--- src/rtl/coherence_pkg.sv ---
// Shared coherence definitions: bus message encodings, controller state
// encoding and the width helper used to size index/select fields.
package coherence_pkg;

  // Bus message encodings shared by the L1 wrappers, mux_bus and responders
  localparam logic [3:0] NO_REQ     = 4'd0;
  localparam logic [3:0] R_REQ      = 4'd1;
  localparam logic [3:0] WB_REQ     = 4'd2;
  localparam logic [3:0] FLUSH      = 4'd3;
  localparam logic [3:0] INVALIDATE = 4'd4;
  localparam logic [3:0] INV_ACK    = 4'd5;
  localparam logic [3:0] WB_ACK     = 4'd6;
  localparam logic [3:0] MEM_RESP   = 4'd7;

  typedef enum logic [1:0] {
    IDLE    = 2'd0,
    GRANT   = 2'd1,
    RESP    = 2'd2,
    RELEASE = 2'd3
  } state_e;

  // Ceiling log2, never smaller than 1 so a degenerate field still has a bit
  function automatic int log2(input int value);
    int res;
    int v;
    res = 0;
    v   = value - 1;
    while (v > 0) begin
      res = res + 1;
      v   = v >> 1;
    end
    if (res < 1) begin
      return 1;
    end else begin
      return res;
    end
  endfunction

endpackage

--- src/rtl/rr_priority_arbiter.sv ---
// Combinational arbiter: rotates the request vector so the search starts at
// ptr, picks the lowest set bit, then maps the offset back to a port index.
module rr_priority_arbiter
  import coherence_pkg::*;
#(
  parameter  int N    = 4,
  parameter  int MODE = 1,
  localparam int PW   = log2(N),
  localparam int IW   = log2(N + 1)
) (
  input  logic [N-1:0]  req,
  input  logic [PW-1:0] ptr,
  output logic [IW-1:0] grant_idx,
  output logic          any
);

  logic [2*N-1:0] dbl_s;
  logic [N-1:0]   win_s;
  logic [PW-1:0]  base_s;
  logic [IW-1:0]  offset_s;
  logic [IW:0]    sum_s;

  // Fixed priority always searches from port 0; round-robin from the pointer
  always_comb begin
    if (MODE == 0) begin
      base_s = '0;
    end else begin
      base_s = ptr;
    end
  end

  assign dbl_s = {req, req};
  assign win_s = N'(dbl_s >> base_s);
  assign any   = |req;

  // Lowest set bit of the rotated window; scanning downward leaves the lowest
  always_comb begin
    offset_s = '0;
    for (int i = N - 1; i >= 0; i--) begin
      offset_s = win_s[i] ? IW'(i) : offset_s;
    end
  end

  // Undo the rotation: base + offset, wrapped once modulo N
  always_comb begin
    sum_s = (IW + 1)'(base_s) + (IW + 1)'(offset_s);
    if (sum_s >= (IW + 1)'(N)) begin
      grant_idx = IW'(sum_s - (IW + 1)'(N));
    end else begin
      grant_idx = IW'(sum_s);
    end
  end

endmodule

--- src/rtl/snoop_bus_controller.sv ---
// Snooping-bus controller: arbitrates L1 ports, hands the bus to the
// responder while it answers, releases for one cycle, and guards every
// transaction with a watchdog that raises a sticky error.
module snoop_bus_controller
  import coherence_pkg::*;
#(
  parameter  int MSG_BITS       = 4,
  parameter  int NUM_CACHES     = 4,
  parameter  int ARB_MODE       = 1,
  parameter  int TIMEOUT_CYCLES = 1024,
  parameter  int CNT_BITS       = 16,
  localparam int CW             = log2(NUM_CACHES + 1),
  localparam int PW             = log2(NUM_CACHES)
) (
  input  logic                           clock,
  input  logic                           reset,
  input  logic [NUM_CACHES*MSG_BITS-1:0] cache2mem_msg,
  input  logic [MSG_BITS-1:0]            mem2controller_msg,
  input  logic [MSG_BITS-1:0]            bus_msg,
  output logic [CW-1:0]                  bus_control,
  output logic                           bus_en,
  output logic [NUM_CACHES-1:0]          curr_master,
  output logic                           req_ready,
  output logic                           timeout_err,
  output logic [CW-1:0]                  err_port
);

  localparam logic [MSG_BITS-1:0] NO_REQ_M = MSG_BITS'(NO_REQ);
  localparam logic [CW-1:0]       RESP_SEL = CW'(NUM_CACHES);

  state_e                  state_r, state_base_s, state_nxt_s;
  logic [CW-1:0]           winner_r, winner_nxt_s, arb_idx_s;
  logic [PW-1:0]           rr_ptr_r;
  logic [CNT_BITS-1:0]     wd_r, wd_inc_s;
  logic [NUM_CACHES-1:0]   req_s, master_dec_s, master_d_s;
  logic                    arb_any_s, resp_s, win_req_s, wd_expire_s, timeout_hit_s;
  logic [CW-1:0]           ctrl_d_s;
  logic                    en_d_s, rdy_d_s;
  logic [CW-1:0]           bus_control_r, err_port_r;
  logic [NUM_CACHES-1:0]   curr_master_r;
  logic                    bus_en_r, req_ready_r, timeout_err_r;
  logic                    bus_msg_unused_s;

  // bus_msg is observation-only; kept so the port list matches the old controller
  assign bus_msg_unused_s = ^bus_msg;

  rr_priority_arbiter #(.N(NUM_CACHES), .MODE(ARB_MODE)) u_arb (
    .req       (req_s),
    .ptr       (rr_ptr_r),
    .grant_idx (arb_idx_s),
    .any       (arb_any_s)
  );

  // Request decode per port, plus the granted master's own request bit
  always_comb begin
    req_s     = '0;
    win_req_s = 1'b0;
    for (int i = 0; i < NUM_CACHES; i++) begin
      req_s[i]  = (cache2mem_msg[i*MSG_BITS +: MSG_BITS] != NO_REQ_M);
      win_req_s = (winner_r == CW'(i)) ? req_s[i] : win_req_s;
    end
  end

  assign resp_s       = (mem2controller_msg != NO_REQ_M);
  assign winner_nxt_s = (state_r == IDLE && arb_any_s) ? arb_idx_s : winner_r;
  assign wd_inc_s     = wd_r + CNT_BITS'(1);
  assign wd_expire_s  = (TIMEOUT_CYCLES != 0) &&
                        (wd_inc_s == CNT_BITS'(TIMEOUT_CYCLES)) &&
                        (state_r == GRANT || state_r == RESP);

  // Next state; a normal release beats the watchdog, otherwise expiry forces RELEASE
  always_comb begin
    state_base_s  = state_r;
    state_nxt_s   = state_r;
    timeout_hit_s = 1'b0;
    case (state_r)
      IDLE: begin
        if (arb_any_s) state_base_s = GRANT;
        else           state_base_s = IDLE;
      end
      GRANT: begin
        if (resp_s)          state_base_s = RESP;
        else if (!win_req_s) state_base_s = RELEASE;
        else                 state_base_s = GRANT;
      end
      RESP: begin
        if (!resp_s && !win_req_s) state_base_s = RELEASE;
        else if (!resp_s)          state_base_s = GRANT;
        else                       state_base_s = RESP;
      end
      RELEASE: state_base_s = IDLE;
      default: state_base_s = IDLE;
    endcase
    if (wd_expire_s && state_base_s != RELEASE) begin
      state_nxt_s   = RELEASE;
      timeout_hit_s = 1'b1;
    end else begin
      state_nxt_s   = state_base_s;
      timeout_hit_s = 1'b0;
    end
  end

  // One-hot decode of the master that will own the bus next cycle
  always_comb begin
    master_dec_s = '0;
    for (int i = 0; i < NUM_CACHES; i++) begin
      master_dec_s[i] = (winner_nxt_s == CW'(i));
    end
  end

  // Output values for the upcoming state, so the registered outputs track it
  always_comb begin
    ctrl_d_s   = RESP_SEL;
    en_d_s     = 1'b0;
    master_d_s = '0;
    rdy_d_s    = 1'b0;
    case (state_nxt_s)
      GRANT: begin
        ctrl_d_s   = winner_nxt_s;
        en_d_s     = 1'b1;
        master_d_s = master_dec_s;
        rdy_d_s    = 1'b1;
      end
      RESP: begin
        ctrl_d_s   = RESP_SEL;
        en_d_s     = 1'b1;
        master_d_s = master_dec_s;
        rdy_d_s    = 1'b0;
      end
      default: begin
        ctrl_d_s   = RESP_SEL;
        en_d_s     = 1'b0;
        master_d_s = '0;
        rdy_d_s    = 1'b0;
      end
    endcase
  end

  // FSM state, latched winner, round-robin pointer and watchdog counter
  always_ff @(posedge clock or negedge reset) begin
    if (!reset) begin
      state_r  <= IDLE;
      winner_r <= '0;
      rr_ptr_r <= '0;
      wd_r     <= '0;
    end else begin
      state_r  <= state_nxt_s;
      winner_r <= winner_nxt_s;
      if (ARB_MODE == 1 && state_r == RELEASE) begin
        if (winner_r == CW'(NUM_CACHES - 1)) rr_ptr_r <= '0;
        else                                 rr_ptr_r <= PW'(winner_r + CW'(1));
      end else begin
        rr_ptr_r <= rr_ptr_r;
      end
      if (state_r == IDLE && state_nxt_s == GRANT) begin
        wd_r <= '0;
      end else if (state_r == GRANT || state_r == RESP) begin
        wd_r <= wd_inc_s;
      end else begin
        wd_r <= wd_r;
      end
    end
  end

  // Sticky timeout flag; only the first offender's index is recorded
  always_ff @(posedge clock or negedge reset) begin
    if (!reset) begin
      timeout_err_r <= 1'b0;
      err_port_r    <= '0;
    end else if (timeout_hit_s && !timeout_err_r) begin
      timeout_err_r <= 1'b1;
      err_port_r    <= winner_r;
    end else begin
      timeout_err_r <= timeout_err_r;
      err_port_r    <= err_port_r;
    end
  end

  // Registered bus-control outputs
  always_ff @(posedge clock or negedge reset) begin
    if (!reset) begin
      bus_control_r <= RESP_SEL;
      bus_en_r      <= 1'b0;
      curr_master_r <= '0;
      req_ready_r   <= 1'b0;
    end else begin
      bus_control_r <= ctrl_d_s;
      bus_en_r      <= en_d_s;
      curr_master_r <= master_d_s;
      req_ready_r   <= rdy_d_s;
    end
  end

  assign bus_control = bus_control_r;
  assign bus_en      = bus_en_r;
  assign curr_master = curr_master_r;
  assign req_ready   = req_ready_r;
  assign timeout_err = timeout_err_r;
  assign err_port    = err_port_r;

endmodule
--- config.mk ---
export PLATFORM = sky130hd
export DESIGN_NAME = snoop_bus_controller
export DESIGN_NICKNAME = d
export VERILOG_FILES = /design/src/rtl/coherence_pkg.sv /design/src/rtl/rr_priority_arbiter.sv /design/src/rtl/snoop_bus_controller.sv
export SDC_FILE = /design/constraint.sdc
export NUM_CORES = 1
export LEC_CHECK = 0
export CAP_MARGIN = 20
export CORE_ASPECT_RATIO = 1.75
export CORE_UTILIZATION = 55
export CTS_CLUSTER_SIZE = 16
export DETAILED_ROUTE_END_ITERATION = 8
export GPL_TIMING_DRIVEN = 1
export PLACE_DENSITY = 0.92
export SLEW_MARGIN = 0
export SYNTH_ARGS = -nofsm -noshare
export SYNTH_HDL_FRONTEND = slang
export SYNTH_SLANG_ARGS = --single-unit
--- constraint.sdc ---
create_clock -name clock -period 4.37 [get_ports clock]
set_clock_uncertainty 0.05 [all_clocks]
set_input_delay 0.437 -clock clock [delete_from_list [all_inputs] [get_ports clock]]
set_output_delay 0.437 -clock clock [all_outputs]
set_load 0.02 [all_outputs]
; Word-level counts from Yosys, hierarchy flattened
; Index checks and enable logic that the tools add are counted.
[op_classes]
n_addsub = 4
n_lt_le_gt_ge = 1
n_eq_ne = 13
shift = 1
n_mux = 25
reduce_logical = 21
[op_table]
columns = operator, n
row1 = 2-to-1 mux 16 bit, 2
row2 = nonzero test 4 bit, 5
row3 = 2-to-1 mux 3 bit, 6
row4 = "adder 16 x 1 -> 16 bit, second input constant", 1
row5 = "== test 16 x 11 -> 1 bit, second input constant", 1
row6 = 2-to-1 mux 2 bit, 7
row7 = "== test 3 x 2 -> 1 bit, second input constant", 4
row8 = 2-to-1 mux 1 bit, 8
row9 = case mux 2 bit (4 select lines), 1
row10 = >> shifter 8 x 2 -> 4 bit, 1
row11 = "== test 2 bit, second input constant", 3
row12 = "== test 3 x 1 -> 1 bit, second input constant", 2
row13 = logical AND 1 bit, 6
row14 = zero test 3 bit, 2
row15 = adder 2 x 3 -> 4 bit, 1
row16 = "== test 2 x 1 -> 1 bit, second input constant", 2
row17 = ">= comparator 4 x 3 -> 1 bit, second input constant", 1
row18 = 2-to-1 mux 4 bit, 1
row19 = OR reduction 4 bit, 1
row20 = zero test 1 bit, 3
row21 = "subtractor 3 bit, second input constant", 1
row22 = "adder 2 x 1 -> 2 bit, second input constant", 1
row23 = zero test 2 bit, 1
row24 = "!= test 2 bit, second input constant", 1
row25 = other kinds (3), 3
[word_totals]
register_bits = 36
in_bits = 26
output_inout_bits = 13
wordCells = 75

; Longest topological paths before layout
[logic_depth]
word_depth = 15
ltp_mapped = 12
mapped_depth_nobuf = 11

; By module
; Synthesis repeated with hierarchy kept, for this count alone.
[unflattened]
cells_unflattened = 222
area_unflattened_um2 = 2128.3
[by_module_without_submodules]
columns = mod, n_inst, cells_per_inst, area_each_um2, seq_area_each_um2
row1 = snoop_bus_controller, 1, 194, 1923.1, 902.1
row2 = rr_priority_arbiter, 1, 28, 205.2, 0.0

; Worst setup path after synthesis
; OpenSTA, ideal clock, no wires.
[synth_path]
path_type = reg2reg
startpoint = reg state_r[0]
endpoint = reg wd_r[0]
setup_ns = 0.132
arrival_ns = 2.572
t_required_ns = 4.188
slack_ns = 1.617
path_stages_with_launch = 13
path_buffers = 3
synth_period_minus_slack_ns = 2.753
cell_sequence = dfrtp_1 inv_1 ha_1 clkbuf_1 nand4b_1 nor4b_1 nand3_1 nand2_1 ha_1 and2_1 clkbuf_1 clkbuf_1 nor2_1
[synth_between]
elab_chain_len = 8
word_cells_on_any_way = 14
cone_classes = eq/ne (5) / mux (3) / reduce/logical (6)
[synth_lines]
columns = item, line_no
row1 = start: declaration, snoop_bus_controller.sv:31  ; state_e state_r, state_base_s, state_nxt_s;
row2 = start signal: assignment, snoop_bus_controller.sv:147  ; state_r <= state_nxt_s;
row3 = == test 2 bit (tied with other cells), snoop_bus_controller.sv:76  ; case (state_r)
row4 = case mux 2 bit (4 select lines) or logical OR 1 bit (tied branches), "snoop_bus_controller.sv:76, snoop_bus_controller.sv:69"
row5 = != test 2 bit or logical AND 1 bit (tied branches), "snoop_bus_controller.sv:94, snoop_bus_controller.sv:68"
row6 = logical AND 1 bit, snoop_bus_controller.sv:94  ; if (wd_expire_s && state_base_s != RELEASE) begin
row7 = 2-to-1 mux 2 bit *, snoop_bus_controller.sv:94
row8 = via state_nxt_s[0], snoop_bus_controller.sv:31
row9 = == test 2 x 1 -> 1 bit *, snoop_bus_controller.sv:155  ; if (state_r == IDLE && state_nxt_s == GRANT) begin
row10 = logical AND 1 bit *, snoop_bus_controller.sv:155
row11 = 2-to-1 mux 16 bit or nonzero test 2 bit (tied branches), n/a
row12 = end signal: assignment, snoop_bus_controller.sv:158  ; wd_r <= wd_inc_s;
row13 = end signal: assignment, snoop_bus_controller.sv:160  ; wd_r <= wd_r;
row14 = end: declaration, snoop_bus_controller.sv:34  ; logic [CNT_BITS-1:0] wd_r, wd_inc_s;
; Mark *: on every way through the listed nets, which the timed path passes. The rest lies on a longest branch.
; A chain may end at the register's enable or synchronous reset.

; Final worst setup path
[layout_path]
startpoint = reg wd_r[0]
endpoint = reg wd_r[9]
[layout_between]
elab_chain_len = 8
word_cells_on_any_way = 10
cone_classes = add/sub (1) / eq/ne (2) / mux (3) / reduce/logical (4)
[layout_lines]
columns = item, line_no
row1 = adder 16 x 1 -> 16 bit *, snoop_bus_controller.sv:66  ; assign wd_inc_s = wd_r + CNT_BITS'(1);
row2 = == test 16 x 11 -> 1 bit *, snoop_bus_controller.sv:68  ; (wd_inc_s == CNT_BITS'(TIMEOUT_CYCLES)) &&
row3 = logical AND 1 bit *, snoop_bus_controller.sv:68
row4 = logical AND 1 bit *, snoop_bus_controller.sv:94
row5 = 2-to-1 mux 2 bit *, snoop_bus_controller.sv:94
row6 = via state_nxt_s[0], snoop_bus_controller.sv:31
row7 = == test 2 x 1 -> 1 bit *, snoop_bus_controller.sv:155
row8 = logical AND 1 bit *, snoop_bus_controller.sv:155
row9 = 2-to-1 mux 16 bit or nonzero test 2 bit (tied branches), n/a
; Mark *: on every way through the listed nets, which the timed path passes. The rest lies on a longest branch. The select of a mux whose other input is x is not followed.

==> parameters.txt <==
Parameter                              Value

Placed design
  HPWL after DPL    approximately 3400 um
  Buffers on Ports    34
  Cell area after placement    0.00249 mm^2
  Final Wtd Congestion    0.855
  Post-Place Cells    298
  Worst slack at placement    between 0.9 and 1 ns

Routing
  Wire length on met1    1630 um
  Vias per inst    approximately 6
  Top Metal Used    met4
  Met3 wire len    148 um
  Detailed Route Iter0 Violations    36
  Routed vias    1823
  Overall routed net length    4610 um
  Detail Route Antenna Nets    0
  Amount of wire on met2 after detailed routing    approximately 2600 um
  DR pass1 iterations    4
  Residual DRC    0
  Routed wire per std cell    15.1 um

Setup path
  Arrival @ worst endpoint    3.37 ns
  Register-to-Register Path Depth    10
  Launch point of the critical path    wd_r[0]
  Req. time, crit path    approximately 4.5 ns
  Reg-to-Reg Start    wd_r[0]
  Crit path capture type    flip-flop
  Critical Setup Path Class    flip-flop to flip-flop
  Reg2reg end    wd_r[9]
  Register-to-register path setup slack    1.10 ns
  Highest fanout seen on the critical path    16
  Sort of element at the start of the critical path    flip-flop

Floorplan
  Height of the chip    approximately 84 um
  Number of rows in the core area    29
  Initial Utilization    a little under 60%
  Number of primary I/O pins    39
  Full die area    a little over 0.004 mm^2
  Horiz. Die Dim    49.1 um
  Core area    0.00366 mm^2

GRT
  All-layer global routing usage    25.7%
  First-pass GRT wire length    8220 um
  Aggregate global routing overflow    0
  Number of antenna violations at the first check in global routing    0
  Maximum number of pins on one net before global-route repair    37
  Number of global-route vias before repair    just under 2k

Layout
  Fill cell instance count of the final layout    292
  Area growth from synthesis to final layout    20.8%
  Net count reported at finish    between 200 and 300
  Final cell count without fillers    306
  Layout cell share with drive strength beyond 1    7.31%
  Post-route design area    0.00258 mm^2
  Antenna cell count    0

Synthesis
  Post-synth ARST share    100%
  Synth cell count leaders    sky130_fd_sc_hd__dfrtp_1 (35), sky130_fd_sc_hd__nor2_1 (29), sky130_fd_sc_hd__nand2_1 (21)
  Number of synthesized register bits    36
  Top cell type by total area after synthesis    sky130_fd_sc_hd__dfrtp_1
  Post-synthesis cell type count    44
  Ranking of synthesized cells by area    sky130_fd_sc_hd__dfrtp_1 (41%), sky130_fd_sc_hd__ha_1 (7.0%), sky130_fd_sc_hd__xor2_1 (5.7%)
  Cell count after synthesis    227
  Syn. warnings    0
  Synth top area share    41.0%
  Post-synth design cell area    0.00213 mm^2
  Most instantiated library cell after synthesis    sky130_fd_sc_hd__dfrtp_1
  Number of synthesized flops with an enable pin    0
  Avg Cell Area, Syn    9.40 um^2
  Predominant post-synthesis flop cell    sky130_fd_sc_hd__dfrtp_1
  Share of the yosys chip area belonging to registers    between 40% and 50%
  Net count after synthesis    265

Power
  Combinational group share of total power    45.2%
  Tot Pwr    1.29 mW
  IR drop worst, VDD    351 uV
  Switching share of power    about two fifths
  Power per cell area    502 mW/mm^2
  Internal power consumption    between 700 and 800 uW
  Fraction of power consumed by the clock network    17.8%
  Sw Pwr    521 uW
  Register share of total power    between 30% and 40%
  Static leakage    1.12 nW

Clocking
  Maximum clock path buffer count    2
  Deepest level of the CTS H-tree    2
  Number of buffers added by the clock tree synthesis step    5
  CTS tree    yes
  Root buf cell    sky130_fd_sc_hd__clkbuf_8
  Clk sink count    36
  Quantity of gates resized following cts    0
  Clock Latency Late Sink    0.29 ns
  Clock-pin slew of the registers on the worst-case setup and hold paths    0.07 ns
  Post-CTS repair timing setup buffer count    0
  CTS Hold Bufs    0

Worst hold path
  Beginning of the worst hold path    timeout_err
  Hold EP    timeout_err
  Hold depth    1
  Classification of the worst-slack hold path    flip-flop to flip-flop

STA
  Min Tclk post-route    around 3.3 ns
  Final number of setup-violating endpoints    0
  TNS Setup    0 ns
  Fin worst setup slack    about 1.1 ns
  Max-slew violations    0
  Unrepaired setup endpoints after global routing    false
  Share of the cycle needed by the critical path after routing    roughly three quarters
  Relative slew margins    45.7%
  Worst Tran Pin Value    0.807 ns
  Hold Vio Cnt, Final    0
  Max Freq    0.306 GHz

Outcome
  Outcome    completed

Job
  Maximum capacitance violations    0
power groups by stage:
stage	registers, mW	clock network, mW	logic (mW)
floorplan	0.494	0	0.389
global placement	0.480	0	0.559
detailed placement	0.485	0	0.583
CTS	0.478	0.236	0.588
global route	0.490	0.253	0.657
finish	0.479	0.231	0.585
sequential cells by signal, summed over array words and instances (netlist names):
signal       count
curr_master      4
state_r          2
winner_r         3
bus_control      3
err_port         3
bus_en           1
req_ready        1
timeout_err      1
wd_r            16
rr_ptr_r         2
cells in the final DEF, fill, tap and decap left out, types with 7 or more instances in the layout:
cell type                         netlist  layout
sky130_fd_sc_hd__ha_1                  12      12
sky130_fd_sc_hd__xnor2_1                7       7
sky130_fd_sc_hd__and2_1                 8       8
sky130_fd_sc_hd__inv_1                  8       8
sky130_fd_sc_hd__clkdlybuf4s50_1        0      34
sky130_fd_sc_hd__nand3_1               10      10
sky130_fd_sc_hd__a21oi_1                7       7
sky130_fd_sc_hd__dfrtp_1               35      35
sky130_fd_sc_hd__nand2_1               21      21
sky130_fd_sc_hd__xor2_1                14      14
sky130_fd_sc_hd__nor2_1                29      29
kinds of logic after synthesis:
group | count (synthesis) | share of synthesized area [%]
AOI/OAI and AO/OA | 32 | 11.6
DFF | 36 | 42.3
muxes | 4 | 2.05
xor gates and xnor gates | 21 | 8.62
adders and majority gates | 12 | 7.03
and+or+nand+nor | 103 | 24.6
buffers and inverters | 19 | 3.87
worst max-delay path by stage:
| stage | to | slack, ns | depth (start not counted) |
|---|---|---|---|
| 6_report | wd_r[9] | 1.10 | 10 |
| 5_1_grt | wd_r[9] | 0.77 | 10 |
| 4_1_cts | wd_r[9] | 1.10 | 10 |
| 3_5_place_dp | curr_master[2] | 0.93 | 11 |
| 3_3_place_gp | curr_master[2] | 1.03 | 11 |
| 2_1_floorplan | wd_r[0] | 1.62 | 12 |
critical path: stages (launching register included):
cell and delay (ns):
sky130_fd_sc_hd__dfrtp_1 0.40, sky130_fd_sc_hd__ha_1 0.31, sky130_fd_sc_hd__nand4_1 0.20, sky130_fd_sc_hd__o21a_1 0.15
sky130_fd_sc_hd__o21ai_0 0.13, sky130_fd_sc_hd__nor4b_1 0.57, sky130_fd_sc_hd__nand3_1 0.22, sky130_fd_sc_hd__nand2_1 0.17
sky130_fd_sc_hd__ha_1 0.28, sky130_fd_sc_hd__and2_1 0.53, sky130_fd_sc_hd__nor2_1 0.11
per-layer routing:
metal	track usage, %	vias to the layer above
met4	16.6	0
li1	-	866
met5	0	-
met3	4.35	25
met1	23.7	875
met2	49.2	57
per-stage QoR:
| stage | utilization (%) | hold WS (ns) |
|---|---|---|
| 2_1_floorplan | - | 0.0914 |
| 3_3_place_gp | 68.0 | 0.439 |
| 3_5_place_dp | 68.0 | 0.448 |
| 4_1_cts | 70.4 | 0.468 |
| 5_1_grt | 70.4 | 0.479 |
| 6_report | 70.4 | 0.466 |
layout make-up:
cell class                      instances  area, um^2  area share (%)
Tap cell                               46        57.6            2.23
Clock buffer                            5        68.8            2.67
Sequential cell                        36         902            35.0
Inverter                                9        33.8            1.31
Multi-Input combinational cell        172        1150            44.6
Clock inverter                          3        18.8           0.728
Timing Repair Buffer                   35         348            13.5
Note: power is estimated with default switching activity, not from simulation.
